===== config.mk =====
export PLATFORM = sky130hd
export DESIGN_NAME = bcd_stopwatch_ctrl
export DESIGN_NICKNAME = d
export VERILOG_FILES = /design/src/rtl/bcd_stopwatch_ctrl.sv
export SDC_FILE = /design/constraint.sdc
export NUM_CORES = 1
export LEC_CHECK = 0
export CORE_MARGIN = 5
export CORE_UTILIZATION = 45
export CTS_CLUSTER_SIZE = 25
export DETAILED_ROUTE_END_ITERATION = 6
export GPL_TIMING_DRIVEN = 0
export PLACE_DENSITY = 0.81
export SLEW_MARGIN = 10
export SYNTH_ARGS = -nofsm -noshare
export SYNTH_HDL_FRONTEND = slang
export SYNTH_SLANG_ARGS = --single-unit

===== constraint.sdc =====
create_clock -name clk -period 2.8 [get_ports clk]
set_clock_uncertainty 0.05 [all_clocks]
set_input_delay 0.56 -clock clk [delete_from_list [all_inputs] [get_ports clk]]
set_output_delay 0.56 -clock clk [all_outputs]
set_load 0.01 [all_outputs]

===== src/rtl/bcd_stopwatch_ctrl.sv =====
// Start/stop/lap stopwatch controller driving a cascade of BCD digit counters.
// Owns the run/pause/overflow FSM, the tick prescaler and lap capture.
module bcd_stopwatch_ctrl #(
  parameter int unsigned TICK_DIV = 5,
  parameter int unsigned DIGITS   = 4
) (
  input  logic                  clk,
  input  logic                  reset,
  input  logic                  start,
  input  logic                  stop,
  input  logic                  clear,
  input  logic                  lap,
  output logic                  running,
  output logic                  tick,
  output logic [4*DIGITS-1:0]   digits,
  output logic [4*DIGITS-1:0]   lap_digits,
  output logic                  lap_valid,
  output logic                  overflow
);

  localparam int unsigned PW = $clog2(TICK_DIV);
  localparam logic [PW-1:0] PRESC_MAX = PW'(TICK_DIV - 1);

  localparam logic [1:0] IDLE  = 2'd0;
  localparam logic [1:0] RUN   = 2'd1;
  localparam logic [1:0] PAUSE = 2'd2;
  localparam logic [1:0] OVF   = 2'd3;

  logic [1:0]          state_q, state_d;
  logic [PW-1:0]       presc_q, presc_d;
  logic [4*DIGITS-1:0] digits_q, digits_d;
  logic [4*DIGITS-1:0] lap_q, lap_d;
  logic                lap_valid_q, lap_valid_d;
  logic                ovf_q, ovf_d;
  logic                running_q;

  logic [DIGITS-1:0]   nine;
  logic [DIGITS-1:0]   en;
  logic                all_nines;
  logic [4*DIGITS-1:0] digits_inc;

  assign tick = (state_q == RUN) && (presc_q == PRESC_MAX) && !stop && !clear;

  // Ripple enable: a digit advances only when every lower digit is at 9 on a tick.
  always_comb begin
    nine       = '0;
    en         = '0;
    digits_inc = digits_q;
    for (int unsigned i = 0; i < DIGITS; i++) begin
      nine[i] = (digits_q[4*i +: 4] == 4'd9);
    end
    en[0] = tick;
    for (int unsigned i = 1; i < DIGITS; i++) begin
      en[i] = en[i-1] && nine[i-1];
    end
    for (int unsigned i = 0; i < DIGITS; i++) begin
      if (en[i]) begin
        digits_inc[4*i +: 4] = nine[i] ? 4'd0 : digits_q[4*i +: 4] + 4'd1;
      end
    end
    all_nines = &nine;
  end

  always_comb begin
    state_d     = state_q;
    presc_d     = presc_q;
    digits_d    = digits_q;
    ovf_d       = ovf_q;
    lap_d       = lap_q;
    lap_valid_d = 1'b0;
    if (clear) begin
      state_d  = IDLE;
      presc_d  = '0;
      digits_d = '0;
      lap_d    = '0;
      ovf_d    = 1'b0;
    end else begin
      case (state_q)
        IDLE: begin
          if (start && !stop) begin
            state_d = RUN;
            presc_d = '0;
          end
        end
        RUN: begin
          if (stop) begin
            state_d = PAUSE;
          end else begin
            presc_d = (presc_q == PRESC_MAX) ? '0 : presc_q + 1'b1;
            if (tick && all_nines) begin
              state_d = OVF;
              ovf_d   = 1'b1;
            end else begin
              digits_d = digits_inc;
            end
          end
        end
        PAUSE: begin
          if (start && !stop) state_d = RUN;
        end
        OVF: begin
          state_d = OVF;
        end
        default: state_d = IDLE;
      endcase
      // Snapshot uses pre-edge digits, so a coincident increment is excluded.
      if (lap && (state_q == RUN || state_q == PAUSE)) begin
        lap_d       = digits_q;
        lap_valid_d = 1'b1;
      end
    end
  end

  always_ff @(posedge clk or posedge reset) begin
    if (reset) begin
      state_q     <= IDLE;
      presc_q     <= '0;
      digits_q    <= '0;
      lap_q       <= '0;
      lap_valid_q <= 1'b0;
      ovf_q       <= 1'b0;
      running_q   <= 1'b0;
    end else begin
      state_q     <= state_d;
      presc_q     <= presc_d;
      digits_q    <= digits_d;
      lap_q       <= lap_d;
      lap_valid_q <= lap_valid_d;
      ovf_q       <= ovf_d;
      running_q   <= (state_d == RUN);
    end
  end

  assign running    = running_q;
  assign digits     = digits_q;
  assign lap_digits = lap_q;
  assign lap_valid  = lap_valid_q;
  assign overflow   = ovf_q;

endmodule

# [Yosys cells after proc, flatten, opt, wreduce, memory -nomap -nowiden]
# Index checks and enable logic that the tools add are counted.
[op_classes] addsub=5 eq_ne=13 muxes=30 reduce_logical=29
[ops] op="two-way mux 16 bit" n=6
[ops] op="two-way mux 4 bit" n=8
[ops] op="AND reduction 4 bit" n=5
[ops] op="adder 4 x 1 -> 4 bit (second input constant)" n=4
[ops] op="== test 4 bit (second input constant)" n=4
[ops] op="nonzero test 2 bit" n=7
[ops] op="two-way mux 3 bit" n=4
[ops] op="logical AND 1 bit" n=9
[ops] op="two-way mux 2 bit" n=4
[ops] op="two-way mux 1 bit" n=6
[ops] op="inequality test 3 bit (second input constant)" n=2
[ops] op="case mux 2 bit (3 select lines)" n=1
[ops] op="case mux 3 bit (2 select lines)" n=1
[ops] op="AND reduction 3 bit" n=2
[ops] op="== test 2 x 1 -> 1 bit (second input constant)" n=2
[ops] op="== test 2 bit (second input constant)" n=2
[ops] op="adder 3 x 1 -> 3 bit (second input constant)" n=1
[ops] op="== test 3 bit (second input constant)" n=1
[ops] op="nonzero test 3 bit" n=1
[ops] op="logical NOT 1 bit" n=2
[ops] op="logical NOT 2 bit" n=1
[ops] op="inequality test 2 x 1 -> 1 bit (second input constant)" n=1
[ops] op="inequality test 2 bit (second input constant)" n=1
[ops] op="OR reduction 2 bit" n=1
[ops] op="logical OR 1 bit" n=1
[totals] reg_bits=40 inputBits=6 out_inout_bits=36

# [Logic depth before layout (Yosys ltp)]
[depth] word_depth=12 depth_mapped=8 mapped_depth_nobuf=7

# [Least setup slack after synthesis]
# No wires, ideal clock.
[synth_timing] kind="register to register" startpoint="register state_q[1]" endpoint="register digits_q[12], in the netlist digits[12]" arrival_ns=2.051 path_slack_ns=0.574 stages_incl_launch_ff=8 n_path_buf=0 synth_period_minus_slack_ns=2.226 cell_sequence="dfrtp_1 inv_1 ha_1 nand2b_1 nor3_1 and3_1 mux2_2 mux2_2"
[synth_between] elab_chain_len=9
[synth_rtl] item="start, declared" line_no="29" source="logic [1:0] state_q, state_d;"
[synth_rtl] item="start signal, assigned" line_no="124" source="state_q <= state_d;"
[synth_rtl] item="== test 2 x 1 -> 1 bit (*)" line_no="42" source="assign tick = (state_q == RUN) && (presc_q == PRESC_MAX) && !stop && !clear;"
[synth_rtl] item="logical AND 1 bit (*) (3 in a row)" line_no="42"
[synth_rtl] item="net tick" line_no="14" source="output logic tick,"
[synth_rtl] item="logical AND 1 bit (3 in a row)" line_no="54" source="en[i] = en[i-1] && nine[i-1];"
[synth_rtl] item="nonzero test 2 bit (no line)"
[synth_rtl] item="AND reduction 4 bit (no line) (*)"
[synth_rtl] item="end signal, assigned" line_no="126" source="digits_q <= digits_d;"
[synth_rtl] item="end, declared" line_no="31" source="logic [4*DIGITS-1:0] digits_q, digits_d;"
# Mark *: on every way through the listed nets, which the timed path passes. The rest lies on a longest branch.
# A chain may end at the register's enable or synchronous reset.

# [Final worst setup path]
[layout_timing] startpoint="input stop" endpoint="register digits_q[9], in the netlist digits[9]"
[layout_between] elab_chain_len=7
[layout_rtl] item="start, declared" line_no="10" source="input logic stop,"
[layout_rtl] item="logical NOT 1 bit" line_no="42"
[layout_rtl] item="logical AND 1 bit (2 in a row)" line_no="42"
[layout_rtl] item="logical AND 1 bit (2 in a row)" line_no="54"
[layout_rtl] item="nonzero test 2 bit (no line)"
[layout_rtl] item="AND reduction 4 bit (no line) (*)"
# Every way passes the cells marked *; elsewhere a longest branch is shown, timed or not.

==> flow_metrics.py <==
metrics = {
    "outcome": {
        "status": "complete, no violations",
    },
    "power": {
        "power_density_nw_per_um2": 427,
        "fin_total_pwr_mw": 1.10,
        "ir_drop_uv": 290,
        "p_leak_nw": 1.13,
    },
    "timing": {
        "drv_slew": 0,
        "hold_violations": 0,
        "fin_ws_ps": 341,
        "rsz0062_at_grt": "no",
        "timing.hold.ws_ps": 453,
        "finalSetupViolCount": 0,
        "max_freq_ghz": 0.407,
        "slew_headroom_pct": 54.6,
        "tightest_slew_ps": 682,
        "finalCritPeriodShare_pct": 87.8,
        "fin_crit_ps": 2460,
    },
    "cts": {
        "cts_made_buffers": 5,
        "clockRootBuffer": "clkbuf_8",
        "cts_tree": "built",
        "cts_hold_buf": 0,
        "cts_htree_levels": 2,
        "worstSkewPairLatency_ps": 290,
        "cts_sinks": 40,
        "clk_pin_slew_worst_paths_ps": 70,
        "clock_path_buffers": 2,
        "post_cts_buffers": 0,
    },
    "placed_design": {
        "globalplace.congestion": 0.832,
        "dpl_worst_slack_ps": -37.5,
        "dp_hpwl_um": 3210,
        "numPortBuffers": 41,
    },
    "logic_synthesis": {
        "syn-num-nets": 198,
        "ys.warnings.count": 0,
        "syn_area_per_cell_sq_um": 10.8,
        "synth_area_sq_um": 1960,
        "synth_top_area_share_pct": 51.0,
        "yosysUniqueCellTypes": 39,
        "synth_area_leaders": "dfrtp_1 51%, a22o_1 7.6%, ha_1 7.0%",
        "synth.largest_area_cell": "dfrtp_1",
        "yosysSeqAreaShare_pct": 51.0,
        "synth_seq_cells": 40,
        "syn_inst": 181,
    },
    "setup_path": {
        "cp-end-kind": "flip-flop",
        "worst_ep_arrival_time_ps": 2630,
        "crit_type": "in -> reg",
        "required_ps": 2970,
        "rr_worst_depth": 7,
        "r2r_setup_slack_ps": 520,
        "rr_endpoint": "digits[9]",
        "critical_path.startpoint": "stop",
        "critPathLaunchType": "primary input",
        "worstPathMaxFanout": 7,
        "rr_startpoint": "state_q[1]",
    },
    "floorplanning": {
        "die-area_sq_um": 5780,
        "ios": 42,
        "die_y_um": 76.0,
        "start_util_pct": 45.7,
        "num_rows": 24,
        "die_x_um": 76.0,
        "core-area_sq_um": 4290,
    },
    "detailed_routing": {
        "vias": 1589,
        "drt-pass1-iter-count": 4,
        "vias_per_cell": 5.61,
        "wl_per_cell_um": 15.5,
        "drtIter0Drc": 65,
        "wirelength_um": 4390,
        "drcViolationCount": 0,
        "ant_nets": 0,
    },
    "finish": {
        "antenna_cells": 0,
        "seq_area_sq_um": 1000,
        "multi_input_area_sq_um": 907,
        "fillers": 360,
        "post_route_cells_drive_above_1_share_pct": 8.23,
        "syn_to_final_growth_pct": 31.4,
        "layout.nets": 247,
    },
    "global_routing": {
        "grt_start_max_net_pins": 26,
        "grt_pass1_vias": 1530,
        "antenna_found_initial": 0,
        "grt.total_usage_pct": 16.1,
        "grt-ovfl-total": 0,
        "grt_pass1_wl_um": 7690,
    },
    "worst_hold_path": {
        "hp-start": "lap_digits[11]",
        "holdPathStages": 1,
        "min_path_type": "reg -> reg",
        "whs_endpoint": "lap_digits[11]",
    },
    "job": {
        "cap_violations": 0,
    },
}
power breakdown:
part	internal (mW)	switching (mW)
clock network	0.264	0.191
registers	0.580	0.00182
logic	0.0222	0.0413
routing by layer:
layer  global-route usage, %  part of all wire [%]
met5                       0                     0
met4                    6.94                   1.9
met3                    4.49                   5.5
met2                    24.6                    47
met1                    21.3                    46
worst max-delay path: stages:
cell	delay (ps)
clkdlybuf4s50_1	560
nand4b_1	380
a2111oi_4	510
nand2_1	150
or3_1	340
a21oi_2	130
layout make-up:
type                            instances  share of cell area [%]
Sequential cell                        40                    38.8
Multi-Input combinational cell        124                    35.2
Timing Repair Buffer                   42                    16.8
Clock buffer                            6                    2.81
Tap cell                               52                    2.52
Inverter                               10                    1.46
Clock inverter                          2                    1.36
Buffer                                  7                    1.07
sequential cells by signal (all words and copies together), names as in the netlist:
name	flops
digits	16
lap_digits	16
presc_q	3
state_q	2
lap_valid	1
overflow	1
running	1
how the worst max path moves through the flow:
stage / end / slack [ps]
2_1_floorplan: digits[12] / 570
3_3_place_gp: tick / -100
3_5_place_dp: tick / -40
4_1_cts: tick / 110
5_1_grt: lap_digits[0] / 170
6_report: digits[9] / 340
synth_stat cells:
master	number
a2111oi_4	1
a211oi_1	1
a21o_1	1
a21oi_1	9
a21oi_2	1
a22o_1	17
a311oi_1	1
a31o_2	2
a31oi_1	3
and2_1	1
and2b_1	1
and3_1	2
and3b_1	3
and4bb_4	1
buf_2	1
clkbuf_1	6
dfrtp_1	40
ha_1	11
inv_1	10
mux2_2	3
mux2i_1	1
nand2_1	9
nand2b_1	3
nand3_1	5
nand3b_1	2
nand4_1	5
nand4b_1	2
nor2_1	9
nor2b_1	4
nor3_1	5
nor3b_1	1
nor4_1	1
o21ai_0	9
o21bai_1	1
o22ai_1	1
o41ai_1	1
or3_1	5
xnor2_1	1
xor2_1	1
metrics by stage:
stage / TNS, ps / util (%) / instance area, sq um / std cells
after floorplan: 0 / - / 1960 / 181
after global placement: -105 / 56.8 / 2440 / 274
after detailed placement: -37.5 / 57.2 / 2460 / 275
after CTS: 0 / 59.8 / 2570 / 283
after global routing: 0 / 60.1 / 2580 / 283
final: 0 / 60.1 / 2580 / 283
layout by cell type (no fill, tap or decap), types with 4 or more instances in the layout:
master           count
nand3_1              5
nand4_1              5
clkbuf_8             5
nor3_1               4
ha_1                11
a21oi_1              9
nor2_1               9
inv_1                9
dfrtp_1             40
nand2_1              9
clkdlybuf4s50_1     40
or3_1                5
clkbuf_1             7
o21ai_0              9
nor2b_1              4
a22o_1              17
cell families (layout without fill, tap and decap cells):
kind of cell    Yosys count  in the layout  share of synthesized area [%]
compound gates           48             48                           18.2
xor+xnor                  2              2                          0.893
fa+ha+maj                11             11                           7.02
buf+inv                  17             67                           3.32
flops                    40             40                           51.0
mux                       4              4                           2.23
simple gates             59             59                           17.3
timing repair:
item	4_1_cts	5_1_grt
endpoints found under the setup margin	1	1
endpoints found under the hold margin	0	0
pin swaps	0	0
resized for setup	1	2
(Power assumes the default switching activity.)
